--- config.mk ---
export PLATFORM = sky130hd
export DESIGN_NAME = idex_stage
export DESIGN_NICKNAME = d
export VERILOG_FILES = /design/src/rtl/idex_stage.sv
export SDC_FILE = /design/constraint.sdc
export NUM_CORES = 1
export LEC_CHECK = 0
export ABC_AREA = 1
export ABC_CLOCK_PERIOD_IN_PS = 4000
export CAP_MARGIN = 5
export CORE_ASPECT_RATIO = 0.7
export CORE_MARGIN = 2
export CORE_UTILIZATION = 41
export CTS_BUF_LIST = sky130_fd_sc_hd__clkbuf_8 sky130_fd_sc_hd__clkbuf_16
export DETAILED_ROUTE_END_ITERATION = 12
export PLACE_DENSITY = 0.8
export SLEW_MARGIN = 40
export SYNTH_ARGS = -nofsm -noshare
export SYNTH_HDL_FRONTEND = slang
export SYNTH_SLANG_ARGS = --single-unit
--- constraint.sdc ---
create_clock -name clk -period 4 [get_ports clk]
set_input_delay 1 -clock clk [delete_from_list [all_inputs] [get_ports clk]]
set_output_delay 1 -clock clk [all_outputs]
set_load 0.03 [all_outputs]
--- src/rtl/idex_stage.sv ---
// rtl/idex_stage.sv - ID/EX pipeline register with load-use hazard detection and bubble counter
//
// Purpose:
//   Holds decoded instruction state between ID and EX. A load in ID/EX whose
//   destination matches a source of the instruction in IF/ID is a load-use
//   hazard. On a hazard, stall is raised and a bubble is written in place of
//   the dependent instruction. A branch/jump flush squashes the register.
//   Update priority on each edge: flush > stall > load.
//
// Ports:
//   clk, rst                  clock, asynchronous active-high reset
//   inst_ifid[15:0]           IF/ID instruction: [11:8] rd, [7:4] rs, [3:0] rt
//   rd1_id, rd2_id, imm_id    register read data and sign-extended immediate
//   rf_wen_id, mem2reg_id,
//   mem_ren_id, mem_wen_id    decoded controls
//   alu_op_id[3:0]            decoded ALU operation
//   flush                     squash ID/EX contents
//   *_idex                    registered ID/EX contents
//   inst_curr_IDEX_7_4_rs/_3_0_rt  registered source register numbers
//   stall                     combinational load-use hold request
//   stall_count[15:0]         saturating count of inserted load-use bubbles

module idex_stage #(
    parameter int DATA_W = 16
) (
    input  logic              clk,
    input  logic              rst,
    input  logic [15:0]       inst_ifid,
    input  logic [DATA_W-1:0] rd1_id,
    input  logic [DATA_W-1:0] rd2_id,
    input  logic [DATA_W-1:0] imm_id,
    input  logic              rf_wen_id,
    input  logic              mem2reg_id,
    input  logic              mem_ren_id,
    input  logic              mem_wen_id,
    input  logic [3:0]        alu_op_id,
    input  logic              flush,
    output logic [3:0]        inst_curr_IDEX_7_4_rs,
    output logic [3:0]        inst_curr_IDEX_3_0_rt,
    output logic [3:0]        rf_waddr_idex,
    output logic              rf_wen_idex,
    output logic              mem2reg_idex,
    output logic              mem_ren_idex,
    output logic              mem_wen_idex,
    output logic              valid_idex,
    output logic [3:0]        alu_op_idex,
    output logic [DATA_W-1:0] rd1_idex,
    output logic [DATA_W-1:0] rd2_idex,
    output logic [DATA_W-1:0] imm_idex,
    output logic              stall,
    output logic [15:0]       stall_count
);

    logic [3:0]        r_rs;
    logic [3:0]        r_rt;
    logic [3:0]        r_waddr;
    logic              r_rf_wen;
    logic              r_mem2reg;
    logic              r_mem_ren;
    logic              r_mem_wen;
    logic              r_valid;
    logic [3:0]        r_alu_op;
    logic [DATA_W-1:0] r_rd1;
    logic [DATA_W-1:0] r_rd2;
    logic [DATA_W-1:0] r_imm;
    logic [15:0]       r_stall_count;

    logic w_src_match;
    logic w_stall;
    logic w_bubble;

    // Only a valid load with a non-zero destination can produce a hazard;
    // r0 is hardwired and never a real dependency. flush is deliberately
    // absent here so stall has no combinational path from it.
    assign w_src_match = (r_waddr == inst_ifid[7:4]) || (r_waddr == inst_ifid[3:0]);
    assign w_stall     = r_valid && r_mem_ren && (r_waddr != 4'd0) && w_src_match;
    assign w_bubble    = flush || w_stall;

    always_ff @(posedge clk or posedge rst) begin
        if (rst) begin
            r_rs      <= '0;
            r_rt      <= '0;
            r_waddr   <= '0;
            r_rf_wen  <= 1'b0;
            r_mem2reg <= 1'b0;
            r_mem_ren <= 1'b0;
            r_mem_wen <= 1'b0;
            r_valid   <= 1'b0;
            r_alu_op  <= '0;
            r_rd1     <= '0;
            r_rd2     <= '0;
            r_imm     <= '0;
        end else if (w_bubble) begin
            // Flush and load-use bubble zero the register identically.
            r_rs      <= '0;
            r_rt      <= '0;
            r_waddr   <= '0;
            r_rf_wen  <= 1'b0;
            r_mem2reg <= 1'b0;
            r_mem_ren <= 1'b0;
            r_mem_wen <= 1'b0;
            r_valid   <= 1'b0;
            r_alu_op  <= '0;
            r_rd1     <= '0;
            r_rd2     <= '0;
            r_imm     <= '0;
        end else begin
            r_rs      <= inst_ifid[7:4];
            r_rt      <= inst_ifid[3:0];
            r_waddr   <= inst_ifid[11:8];
            r_rf_wen  <= rf_wen_id;
            r_mem2reg <= mem2reg_id;
            r_mem_ren <= mem_ren_id;
            r_mem_wen <= mem_wen_id;
            r_valid   <= 1'b1;
            r_alu_op  <= alu_op_id;
            r_rd1     <= rd1_id;
            r_rd2     <= rd2_id;
            r_imm     <= imm_id;
        end
    end

    // A bubble is counted only when the stall actually wins the edge; a
    // coincident flush takes priority and the squash is not a load-use bubble.
    always_ff @(posedge clk or posedge rst) begin
        if (rst) begin
            r_stall_count <= '0;
        end else if (w_stall && !flush && (r_stall_count != 16'hFFFF)) begin
            r_stall_count <= r_stall_count + 16'd1;
        end
    end

    assign inst_curr_IDEX_7_4_rs = r_rs;
    assign inst_curr_IDEX_3_0_rt = r_rt;
    assign rf_waddr_idex         = r_waddr;
    assign rf_wen_idex           = r_rf_wen;
    assign mem2reg_idex          = r_mem2reg;
    assign mem_ren_idex          = r_mem_ren;
    assign mem_wen_idex          = r_mem_wen;
    assign valid_idex            = r_valid;
    assign alu_op_idex           = r_alu_op;
    assign rd1_idex              = r_rd1;
    assign rd2_idex              = r_rd2;
    assign imm_idex              = r_imm;
    assign stall                 = w_stall;
    assign stall_count           = r_stall_count;

endmodule

# Word-level counts from Yosys, hierarchy flattened
# Cells that the tools add are included.
[classes]
n_reduce_logical = 9
add_sub_neg = 1
n_mux = 12
n_eq_ne = 3
[ops]
columns = ["operator", "count"]
rows = [
  ["two-way mux 16 bit", 3],
  ["adder 16 x 1 -> 16 bit (second input constant)", 1],
  ["two-way mux 4 bit", 4],
  ["!= test 16 bit (second input constant)", 1],
  ["equality test 4 bit", 2],
  ["logical AND 1 bit", 5],
  ["two-way mux 1 bit", 5],
  ["nonzero test 4 bit", 1],
  ["logical OR 1 bit", 2],
  ["zero test 1 bit", 1],
]
[totals]
input_bits = 75
output_inout_bits = 86
reg_bits = 85
wordCells = 38

# Depth between registers and ports, before layout
[depth]
depth_word = 5
ltp_mapped = 11
mapped_depth_nobuf = 10

# Least setup slack after synthesis
# OpenSTA, ideal clock, no wires.
[synth_path]
kind = "input to output"
startpoint = "in inst_ifid[1]"
endpoint = "out stall"
arrival_ns = 1.642
path_slack_ns = 1.358
n_path_buf = 0
stages = 8
cell_sequence = "inv_1 > nand2_1 > nand2_1 > nor2_1 > nand2_1 > nand2_2 > nand2_1 > inv_1"
[synth_via]
elab_chain_cells = 3
[synth_lines]
columns = ["item", "line", "rtl"]
rows = [
  ["start: declaration", "28", "input logic [15:0] inst_ifid,"],
  ["equality test 4 bit", "75", "assign w_src_match = (r_waddr == inst_ifid[7:4]) || (r_waddr == inst_ifid[3:0]);"],
  ["logical OR 1 bit", "75", ""],
  ["logical AND 1 bit", "76", "assign w_stall = r_valid && r_mem_ren && (r_waddr != 4'd0) && w_src_match;"],
  ["end: declaration", "50", "output logic stall,"],
]
# No other way between the ends.

# Worst setup path after layout
[layout_path]
startpoint = "in inst_ifid[0]"
endpoint = "out stall"
# Same word-level chain as after synthesis.

==> impl_metrics.yaml <==
outcome:
  status: "finished, final reports clean"
route:
  drc: 0
  drtPass1Iterations: 4
  wirelength_mm: 8.16
  wl_per_cell_um: 12.5
  vias: 2847
  antenna_left: 0
  drt-vias-per-instance: 4.35
  drtIter0Drc: 190
die:
  fp-row-count: 27
  ioPinCount: 161
  die_y_um: 80.7
  initial_core_util_pct: 43.0
  core_um2: 8010
  fp.dieW_um: 114
  dieArea_um2: 9160
clock_network:
  cts_resized: 0
  cts_buffers: 9
  cts_setup_buffers: 0
  cts_tree: "done"
  root_buffer: "clkbuf_16"
  insertion_delay_ns: 0.33
  cts-htree-levels: 3
  clkTransAtPathRegs_ns: 0.06
  cts_hold_buf: 0
  clock_path_buffers: 2
  numClockSinks: 85
flow_run:
  cap_violations: 0
yosys:
  synth_edf_count: 0
  yosys.area.top_type: "dfrtp_1"
  synth_xor_area_share_pct: 3.56
  syn_nets: 467
  synthMuxAreaShare_pct: 0
  synthAdderAreaFrac_pct: 0.363
  synthArstFlopShare_pct: 100
  synth_area_leaders: "dfrtp_1 (62%), nand2_1 (10%), nor2_1 (9.4%)"
  synth_top_family_by_area: "simple AND/OR/NAND/NOR gates"
  ys_types: 19
  yosysWarnings: 0
  synth_area_um2: 3440
  yosysSeqAreaShare_pct: 61.8
  synth_compound_area_share_pct: 0.363
  synth_seq_cells: 85
  yosysMostFrequentCell: "nand2_1"
  yosys.area_share.simple_pct: 22.8
  yosysTopAreaCellShare_pct: 61.8
  ys.flop_type: "dfrtp_1"
  synthTopCellsByCount: "nand2_1 (92), nor2_1 (86), dfrtp_1 (85), inv_1 (79), xor2_1 (10)"
  synthCells: 391
  syn_area_per_cell_um2: 8.81
sta:
  hold_violations: 0
  worst_pin_slew_ns: 0.700
  period_share_pct: 93.1
  setup_tns_ns: 0
  fin_worst_hold_slack_ns: 0.548
  period_needed_ns: 3.72
  finalSetupViolCount: 0
  skew_ns: 0.00524
  rsz0062_at_grt: "false"
  slew_viol_final: 0
  max-slew-margin-rel_pct: 53.3
  fmax_mhz: 268
pwr:
  peakVddDrop_v: 0.000382
  p_per_area_nw_per_um2: 381
  p_leak_uw: 0.00271
  p_total_uw: 2050
place:
  hpwlAfterDp_mm: 5.98
  gp_congestion: 0.835
  placed_area_um2: 5090
  port_buffers: 156
setup_path:
  cp_slowest_cell: "clkdlybuf4s50_1"
  crit_fanout: 3
  crit_chain: "clkdlybuf4s50_1 > inv_1 > nand2_1 > nand2_1 > nor2_1 > nand2_1 > nand2_2 > nand2_1 > inv_1 > clkdlybuf4s50_1"
  crit_path_start_kind: "primary input"
  cpMostUsedCell: "nand2_1"
  critPathRequiredTime_ns: 3.00
  end_kind: "primary output"
  path_class: "primary input to primary output"
  crit_arrival_ns: 2.72
  critical-path-max-stage-delay_ns: 0.66
final_layout:
  final_area_um2: 5380
  regArea_um2: 2130
  syn2layout_area_growth_pct: 56.0
  final_core_util_pct: 67.1
  final_nets: 626
  diodes: 0
  layout-drive-gt1-share_pct: 5.05
  multi_input_area_um2: 933
  fillerInstances: 616
global_route:
  overflow: 0
  grt_antenna_before_repair: 0
  grt_usage_pct: 19.3
  grt_pass1_wl_mm: 13.7
  first_global_vias: 2869
  grt_max_degree: 70
hold_path:
  hold_class: "flip-flop to flip-flop"
[final timing paths]
| kind | slack [ns] | cells after the start | to | start |
|---|---|---|---|---|
| max in group asynchronous | 2.25 | 3 | inst_curr_IDEX_3_0_rt[2] | rst |
| min in group asynchronous | 1.08 | 2 | rd2_idex[1] | rst |
| worst min register to register | 0.55 | 2 | stall_count[7] | stall_count[7] |
| worst max register to register | 2.16 | 10 | rd1_idex[8] | rf_waddr_idex[1] |
| worst max-delay path | 0.28 | 10 | stall | inst_ifid[0] |
| worst min-delay path | 0.55 | 2 | stall_count[7] | stall_count[7] |
[metrics by stage]
step / setup WS [ns] / cells
final: 0.275 / 655
after global routing: 0.145 / 655
after CTS: 0.259 / 655
after detailed placement: 0.266 / 640
after global placement: 0.275 / 640
after floorplan: 0.807 / 391
[routing by layer]
| metal | wire [um] | up-vias | track usage (%) |
|---|---|---|---|
| met4 | 109 | 0 | 6.83 |
| met3 | 917 | 13 | 10.4 |
| met1 | 3340 | 1302 | 22.0 |
| met2 | 3800 | 101 | 31.1 |
| li1 | - | 1431 | - |
| met5 | 0 | - | 0 |
[logic make-up after synthesis]
family | count (synthesis)
xor+xnor | 14
flops | 85
simple gates | 196
compound gates | 1
buf+inv | 94
fa+ha+maj | 1
[registers in the layout (all words and copies together) (netlist names)]
| signal | flops |
|---|---|
| imm_idex | 16 |
| rd1_idex | 16 |
| rd2_idex | 16 |
| stall_count | 16 |
| alu_op_idex | 4 |
| inst_curr_IDEX_3_0_rt | 4 |
| inst_curr_IDEX_7_4_rs | 4 |
| rf_waddr_idex | 4 |
| mem2reg_idex | 1 |
| mem_ren_idex | 1 |
| mem_wen_idex | 1 |
| rf_wen_idex | 1 |
| valid_idex | 1 |
[final cells by class]
class,count,area share [%]
Clock inverter,6,1.07
Multi-Input combinational cell,212,17.4
Timing Repair Buffer,158,29.6
Clock buffer,9,4.19
Inverter,84,5.89
Tap cell,101,2.35
Sequential cell,85,39.6
[critical path, delay by kind of cell]
| kind | cells | cell delay [ns] |
|---|---|---|
| buffers and inverters | 4 | 1.27 |
| AND/OR/NAND/NOR | 6 | 0.46 |
[placed cells by master (no fill, tap or decap)]
cell type and count:
clkdlybuf4s50_1 156, nand2_1 92, nor2_1 86, dfrtp_1 85, inv_1 80, xor2_1 10, clkbuf_16 9, nand3_1 8
inv_2 5, xnor2_1 4, nor3_1 3, nand2_2 2, clkinv_2 2, clkinvlp_4 2, a31oi_2 1, nor3_2 1
nand3_2 1, nor2_4 1, nand4_1 1, nand4_2 1, ha_1 1, bufinv_16 1, buf_4 1, buf_12 1
[report_power, final]
| part | total (uW) | internal [uW] | switching (uW) |
|---|---|---|---|
| sequential | 920 | 901 | 18.7 |
| combinational | 333 | 154 | 179 |
| clock | 796 | 474 | 322 |
(Power assumes the default switching activity.)
